===== src/rtl/reward.sv =====
// reward: builds the REWARD (or SOS) reply for a DATA packet that this node
// received from a known neighbour, then pulses reward_done for one cycle.
// Optional feature macro: REWARD_NBR_CHECK_EN. When defined, the sender is
// looked up in the neighbour table (SCAN state) before a reply is built.
// When undefined, every qualifying DATA packet is answered directly and the
// table index output is tied to zero.
module reward #(
    parameter int WORD_WIDTH = 16
) (
    input  logic                  clk,
    input  logic                  nrst,
    input  logic                  en,
    input  logic [2:0]            fPacketType,
    input  logic [WORD_WIDTH-1:0] myEnergy,
    input  logic [WORD_WIDTH-1:0] myNodeID,
    input  logic [WORD_WIDTH-1:0] hopsFromSink,
    input  logic [WORD_WIDTH-1:0] myQValue,
    input  logic                  iHaveData,
    input  logic                  iAmDestination,
    input  logic                  role,
    input  logic                  low_E,
    input  logic [WORD_WIDTH-1:0] fSourceID,
    input  logic [WORD_WIDTH-1:0] fSourceHops,
    input  logic [WORD_WIDTH-1:0] fQValue,
    input  logic [WORD_WIDTH-1:0] fEnergyLeft,
    input  logic [WORD_WIDTH-1:0] fHopsFromCH,
    input  logic [WORD_WIDTH-1:0] fChosenCH,
    input  logic [WORD_WIDTH-1:0] chosenCH,
    input  logic [WORD_WIDTH-1:0] hopsFromCH,
    input  logic [WORD_WIDTH-1:0] chosenHop,
    input  logic [4:0]            neighborCount,
    input  logic [WORD_WIDTH-1:0] mNodeID,
    input  logic [WORD_WIDTH-1:0] mNodeHops,
    input  logic [WORD_WIDTH-1:0] mNodeQValue,
    input  logic [WORD_WIDTH-1:0] mNodeEnergy,
    input  logic [WORD_WIDTH-1:0] mNodeCHHops,
    output logic [WORD_WIDTH-1:0] rSourceID,
    output logic [WORD_WIDTH-1:0] rEnergyLeft,
    output logic [WORD_WIDTH-1:0] rQValue,
    output logic [WORD_WIDTH-1:0] rSourceHops,
    output logic [WORD_WIDTH-1:0] rDestinationID,
    output logic [WORD_WIDTH-1:0] rChosenCH,
    output logic [WORD_WIDTH-1:0] rHopsFromCH,
    output logic [2:0]            rPacketType,
    output logic [5:0]            nTableIndex_reward,
    output logic                  reward_done
);

    localparam logic [2:0] PKT_NONE   = 3'd0;
    localparam logic [2:0] PKT_DATA   = 3'd5;
    localparam logic [2:0] PKT_REWARD = 3'd6;
    localparam logic [2:0] PKT_SOS    = 3'd7;

    typedef enum logic [1:0] {
        IDLE  = 2'd0,
        SCAN  = 2'd1,
        BUILD = 2'd2,
        DONE  = 2'd3
    } state_t;

    // Outgoing packet, held between operations
    typedef struct packed {
        logic [WORD_WIDTH-1:0] srcId;
        logic [WORD_WIDTH-1:0] energy;
        logic [WORD_WIDTH-1:0] qValue;
        logic [WORD_WIDTH-1:0] srcHops;
        logic [WORD_WIDTH-1:0] destId;
        logic [WORD_WIDTH-1:0] chosenCh;
        logic [WORD_WIDTH-1:0] hopsCh;
        logic [2:0]            pktType;
    } rewardPkt_t;

    state_t                state, stateNext;
    rewardPkt_t            pkt;
    logic [WORD_WIDTH-1:0] srcIdLat;
    logic [2:0]            typeLat;
    logic                  destLat;
    logic                  accept;

    // A reply is only ever considered for DATA addressed to this node
    assign accept = en && (fPacketType == PKT_DATA) && iAmDestination;

`ifdef REWARD_NBR_CHECK_EN
    logic [5:0] idx;
    logic [5:0] lastIdx;
    logic       nbrEmpty;
    logic       nbrMatch;
    logic       scanEnd;

    // An empty table ends the scan at once, even if the stale entry matches
    assign lastIdx  = {1'b0, neighborCount} - 6'd1;
    assign nbrEmpty = (neighborCount == 5'd0);
    assign nbrMatch = !nbrEmpty && (mNodeID == srcIdLat);
    assign scanEnd  = nbrEmpty || (!nbrMatch && (idx == lastIdx));

    // Table walk index: starts at 0, advances on miss, holds on hit
    always_ff @(posedge clk or negedge nrst) begin
        if (!nrst) begin
            idx <= '0;
        end else begin
            case (state)
                IDLE:    if (accept) idx <= '0;
                SCAN:    if (!nbrMatch && !scanEnd) idx <= idx + 6'd1;
                DONE:    idx <= '0;
                default: ;
            endcase
        end
    end

    assign nTableIndex_reward = idx;
`else
    assign nTableIndex_reward = '0;
`endif

    // State register
    always_ff @(posedge clk or negedge nrst) begin
        if (!nrst) state <= IDLE;
        else       state <= stateNext;
    end

    // Next-state logic; en outside IDLE is dropped, not queued
    always_comb begin
        stateNext = state;
        case (state)
            IDLE: begin
                if (en) begin
`ifdef REWARD_NBR_CHECK_EN
                    stateNext = accept ? SCAN : DONE;
`else
                    stateNext = accept ? BUILD : DONE;
`endif
                end
            end
`ifdef REWARD_NBR_CHECK_EN
            SCAN: begin
                if (nbrMatch)     stateNext = BUILD;
                else if (scanEnd) stateNext = DONE;
            end
`endif
            BUILD:   stateNext = DONE;
            DONE:    stateNext = IDLE;
            default: stateNext = IDLE;
        endcase
    end

    // Completion pulse is a pure decode of DONE, so reset kills it at once
    always_comb begin
        reward_done = 1'b0;
        if (state == DONE) reward_done = 1'b1;
    end

    // Packet assembly and received-header latch
    always_ff @(posedge clk or negedge nrst) begin
        if (!nrst) begin
            pkt      <= '0;
            srcIdLat <= '0;
            typeLat  <= '0;
            destLat  <= 1'b0;
        end else begin
            case (state)
                IDLE: begin
                    if (en) begin
                        srcIdLat <= fSourceID;
                        typeLat  <= fPacketType;
                        destLat  <= iAmDestination;
                        if (!accept) pkt.pktType <= PKT_NONE;
                    end
                end
`ifdef REWARD_NBR_CHECK_EN
                SCAN: begin
                    if (!nbrMatch && scanEnd) pkt.pktType <= PKT_NONE;
                end
`endif
                BUILD: begin
                    pkt.srcId    <= myNodeID;
                    pkt.energy   <= myEnergy;
                    pkt.qValue   <= myQValue;
                    pkt.srcHops  <= hopsFromSink;
                    pkt.destId   <= srcIdLat;
                    // A cluster head advertises itself at zero hops
                    pkt.chosenCh <= role ? myNodeID : chosenCH;
                    pkt.hopsCh   <= role ? '0 : hopsFromCH;
                    pkt.pktType  <= low_E ? PKT_SOS : PKT_REWARD;
                end
                default: ;
            endcase
        end
    end

    assign rSourceID      = pkt.srcId;
    assign rEnergyLeft    = pkt.energy;
    assign rQValue        = pkt.qValue;
    assign rSourceHops    = pkt.srcHops;
    assign rDestinationID = pkt.destId;
    assign rChosenCH      = pkt.chosenCh;
    assign rHopsFromCH    = pkt.hopsCh;
    assign rPacketType    = pkt.pktType;

    // Status-only inputs and the latched header copy are kept for debug
    // visibility; they do not steer the reply
    logic unusedSigs;
    assign unusedSigs = ^{iHaveData, chosenHop, fSourceHops, fQValue,
                          fEnergyLeft, fHopsFromCH, fChosenCH, mNodeHops,
                          mNodeQValue, mNodeEnergy, mNodeCHHops, typeLat,
`ifndef REWARD_NBR_CHECK_EN
                          mNodeID, neighborCount,
`endif
                          destLat};

endmodule


===== config.mk =====
export PLATFORM = sky130hd
export DESIGN_NAME = reward
export DESIGN_NICKNAME = d
export VERILOG_FILES = /design/src/rtl/reward.sv
export SDC_FILE = /design/constraint.sdc
export NUM_CORES = 1
export LEC_CHECK = 0
export ABC_AREA = 1
export BUFFER_PORTS_ARGS = -buffer_cell sky130_fd_sc_hd__buf_2
export CAP_MARGIN = 5
export CORE_AREA = 4 4 164 166
export CTS_BUF_LIST = sky130_fd_sc_hd__clkbuf_16
export DETAILED_ROUTE_END_ITERATION = 12
export DIE_AREA = 0 0 168 170
export GPL_TIMING_DRIVEN = 0
export SYNTH_ARGS = -nofsm -noshare
export SYNTH_HDL_FRONTEND = slang
export SYNTH_SLANG_ARGS = --single-unit

===== constraint.sdc =====
create_clock -name clk -period 1.3 [get_ports clk]
set_input_delay 0.26 -clock clk [delete_from_list [all_inputs] [get_ports clk]]
set_output_delay 0.26 -clock clk [all_outputs]
set_load 0.02 [all_outputs]

==> results.sh <==
export IMPL_holdWs_ns=0.0504
export IMPL_min_path_type="in -> reg"
export IMPL_cellPowerDensity_mw_per_mm2=2810
export IMPL_synth_area_leaders="dfrtp_1, nand2_1, nand3_1, o21ai_0, buf_2"
export IMPL_status="finished, violations left"
export IMPL_grt_pass1_vias=4742
export IMPL_hold_viol_final=0
export IMPL_crit_fanout=7
export IMPL_grt_overflow=0
export IMPL_ant_nets=0
export IMPL_wl_met2_um=8600
export IMPL_vias=4912
export IMPL_dpl_worst_slack_ns=-0.328
export IMPL_wire_per_inst_um=15.9
export IMPL_yosysUniqueCellTypes=15
export IMPL_ioPinCount=425
export IMPL_finalNetCount=1176
export IMPL_final_common_cell="nand2_1"
export IMPL_dr_wl_met3_um=1770
export IMPL_cp_slowest_stage_delay_ns=0.45
export IMPL_slew_headroom_pct=46.9
export IMPL_htreeDepth=4
export IMPL_swShare_pct=41.5
export IMPL_setup_viol_count_final=41
export IMPL_syn2layout_area_growth_pct=55.2
export IMPL_rsz0062_at_grt="yes"
export IMPL_start_kind="register"
export IMPL_arrival_ns=1.65
export IMPL_crit_start="state[0]"
export IMPL_reg2reg_slack_ns=-0.05
export IMPL_post_route_min_period_ns=1.35
export IMPL_fin_skew_ns=0.00629
export IMPL_path_cells="nor2_4 > buf_12 > inv_8 > clkbuf_16 > clkbuf_16 > nand2_1 > nand2_1"
export IMPL_drc_errors=0
export IMPL_r2r_start="state[0]"
export IMPL_ys_seq_area_share_pct=63.7
export IMPL_finalNonFillerCells=1222
export IMPL_fin_ws_ns=-0.0492
export IMPL_violations="setup timing"
export IMPL_place_gp_congestion=0.780
export IMPL_drtPass1Iterations=5
export IMPL_met1_length_um=8900
export IMPL_io_buffers=235
export IMPL_cts_sinks=132
export IMPL_dp_cells=1172
export IMPL_grt_max_degree=91
export IMPL_crit_type="reg -> reg"
export IMPL_clkTransAtPathRegs_ns=0.06
export IMPL_layout_drive_gt1_share_pct=38.6
export IMPL_layout_common_cells="nand2_1, buf_2, dfrtp_1, nand3_1, clkbuf_16"
export IMPL_intPower_mw=13.2
export IMPL_syn_inst=596
export IMPL_yosysTopAreaCellShare_pct=63.7
export IMPL_post_drt_via_cell_ratio=4.02
export IMPL_peakVddDrop_v=0.00106
export IMPL_dp_hpwl_um=13700
export IMPL_die_height_um=170
export IMPL_synth_seq_cells=132
export IMPL_comb_power_share_pct=46.9
export IMPL_tightest_slew_ns=0.796
export IMPL_finalCritPeriodShare_pct=104
export IMPL_timing_fmax_mhz=741
export IMPL_syn_area_sq_mm=0.00519
export IMPL_start_util_pct=20.3
export IMPL_slowest_stage="dfrtp_2"
export IMPL_die_area_sq_mm=0.0286
export IMPL_grt_pass1_wl_um=27900
export IMPL_setup_tns_ns=-0.968
export IMPL_routed_top_layer="met5"
export IMPL_p_sw_mw=9.39
export IMPL_wl_um=19400
export IMPL_antenna_found_initial=4
export IMPL_numCtsBuffers=17
export IMPL_dr_first_iter_drc_count=337
export IMPL_p_clk_share_pct=21.8
export IMPL_yosys_warnings=0
export IMPL_drv_cap=0
export IMPL_die_w_um=168
export IMPL_synth_area_per_cell_sq_um=8.71
export IMPL_pwr_share_seq_pct=31.4
export IMPL_grt_total_usage_pct=12.8
export IMPL_row_count=59
export IMPL_leakage_nw=4.51
export IMPL_cts_buffer_depth=2
export IMPL_cts_root_buffer="clkbuf_16"
export IMPL_min_from="hopsFromSink[2]"
export IMPL_core_area_sq_mm=0.0256
export IMPL_critPathCaptureType="register"
export IMPL_synth_top_cell_by_area="dfrtp_1"
export IMPL_clk_latency_ns=0.41
export IMPL_drv_slew=0
export IMPL_cts_tree="done"
export IMPL_worstPathRequired_ns=1.60
[critical path, delay by kind of cell (launching register included)]
kind	cells	cell delay, ns
and+or+nand+nor	3	0.24
buffers and inverters	4	0.55
DFF	1	0.45
[stage by stage]
step / util (%) / instance area, sq um / total power [mW]
after floorplan: - / 5210 / 12.3
after global placement: 26.6 / 6800 / 15.7
after detailed placement: 26.7 / 6840 / 15.8
after CTS: 29.8 / 7640 / 21.6
after global routing: 31.4 / 8060 / 24.3
final: 31.4 / 8060 / 22.6
[timing repair]
item                                    CTS  global route
hold buffers                              1             0
resized for setup                        56            68
endpoints found under the setup margin  132           146
setup buffers                             7             0
gates cloned                              0            11
hold endpoints to repair                 42             0
pin swaps                                 3            14
[cells in the mapped netlist]
cell type,number
buf_1,2
buf_2,21
buf_4,7
clkbuf_1,9
conb_1,1
dfrtp_1,132
inv_1,6
inv_2,2
nand2_1,329
nand3_1,33
nor2_1,20
nor2_2,1
nor2_4,1
o21ai_0,30
o21ai_1,2
[final timing paths]
kind,depth (start not counted),endpoint
min in group asynchronous,2,rSourceHops[11]
max reg2reg,7,rDestinationID[1]
min,3,rSourceHops[2]
min reg2reg,2,rSourceHops[2]
max in group asynchronous,3,rQValue[9]
max,7,rDestinationID[1]
[power by group through the flow]
stage / Sequential [mW] / Combinational (mW) / Clock (mW)
3_3_place_gp: 7.06 / 8.61 / 0
2_1_floorplan: 9.04 / 3.23 / 0
4_1_cts: 7.07 / 9.47 / 5.08
3_5_place_dp: 7.09 / 8.73 / 0
6_report: 7.10 / 10.6 / 4.92
5_1_grt: 7.35 / 11.6 / 5.27
[registers in the layout, indices dropped and copies added (netlist names)]
signal	flops
rChosenCH	16
rHopsFromCH	16
rDestinationID	16
rSourceHops	16
rQValue	16
rEnergyLeft	16
state	2
rPacketType	2
srcIdLat	16
rSourceID	16
[cells by family after synthesis]
kind of cell	share of synthesized area (%)
and+or+nand+nor	28.8
DFF	63.7
buffers and inverters	4.41
AOI/OAI and AO/OA	3.09
other	0.0723
[metal layers]
metal / vias up / track usage, %
li1: 2402 / -
met1: 2318 / 17.5
met2: 171 / 19.4
met3: 15 / 5.09
met4: 6 / 2.43
met5: - / 0
[final cells by class]
class                   count  area (sq um)
plain buffers              37           374
well taps                 335           419
multi-input cells         422          1740
repair buffers            255          1580
inverters                   8          37.5
flip-flops and latches    132          3310
fillers                  2701         17600
clock inverters            15           166
diodes                      1          2.50
clock buffers              17           425
No activity file was read; power rests on OpenSTA's default activity.
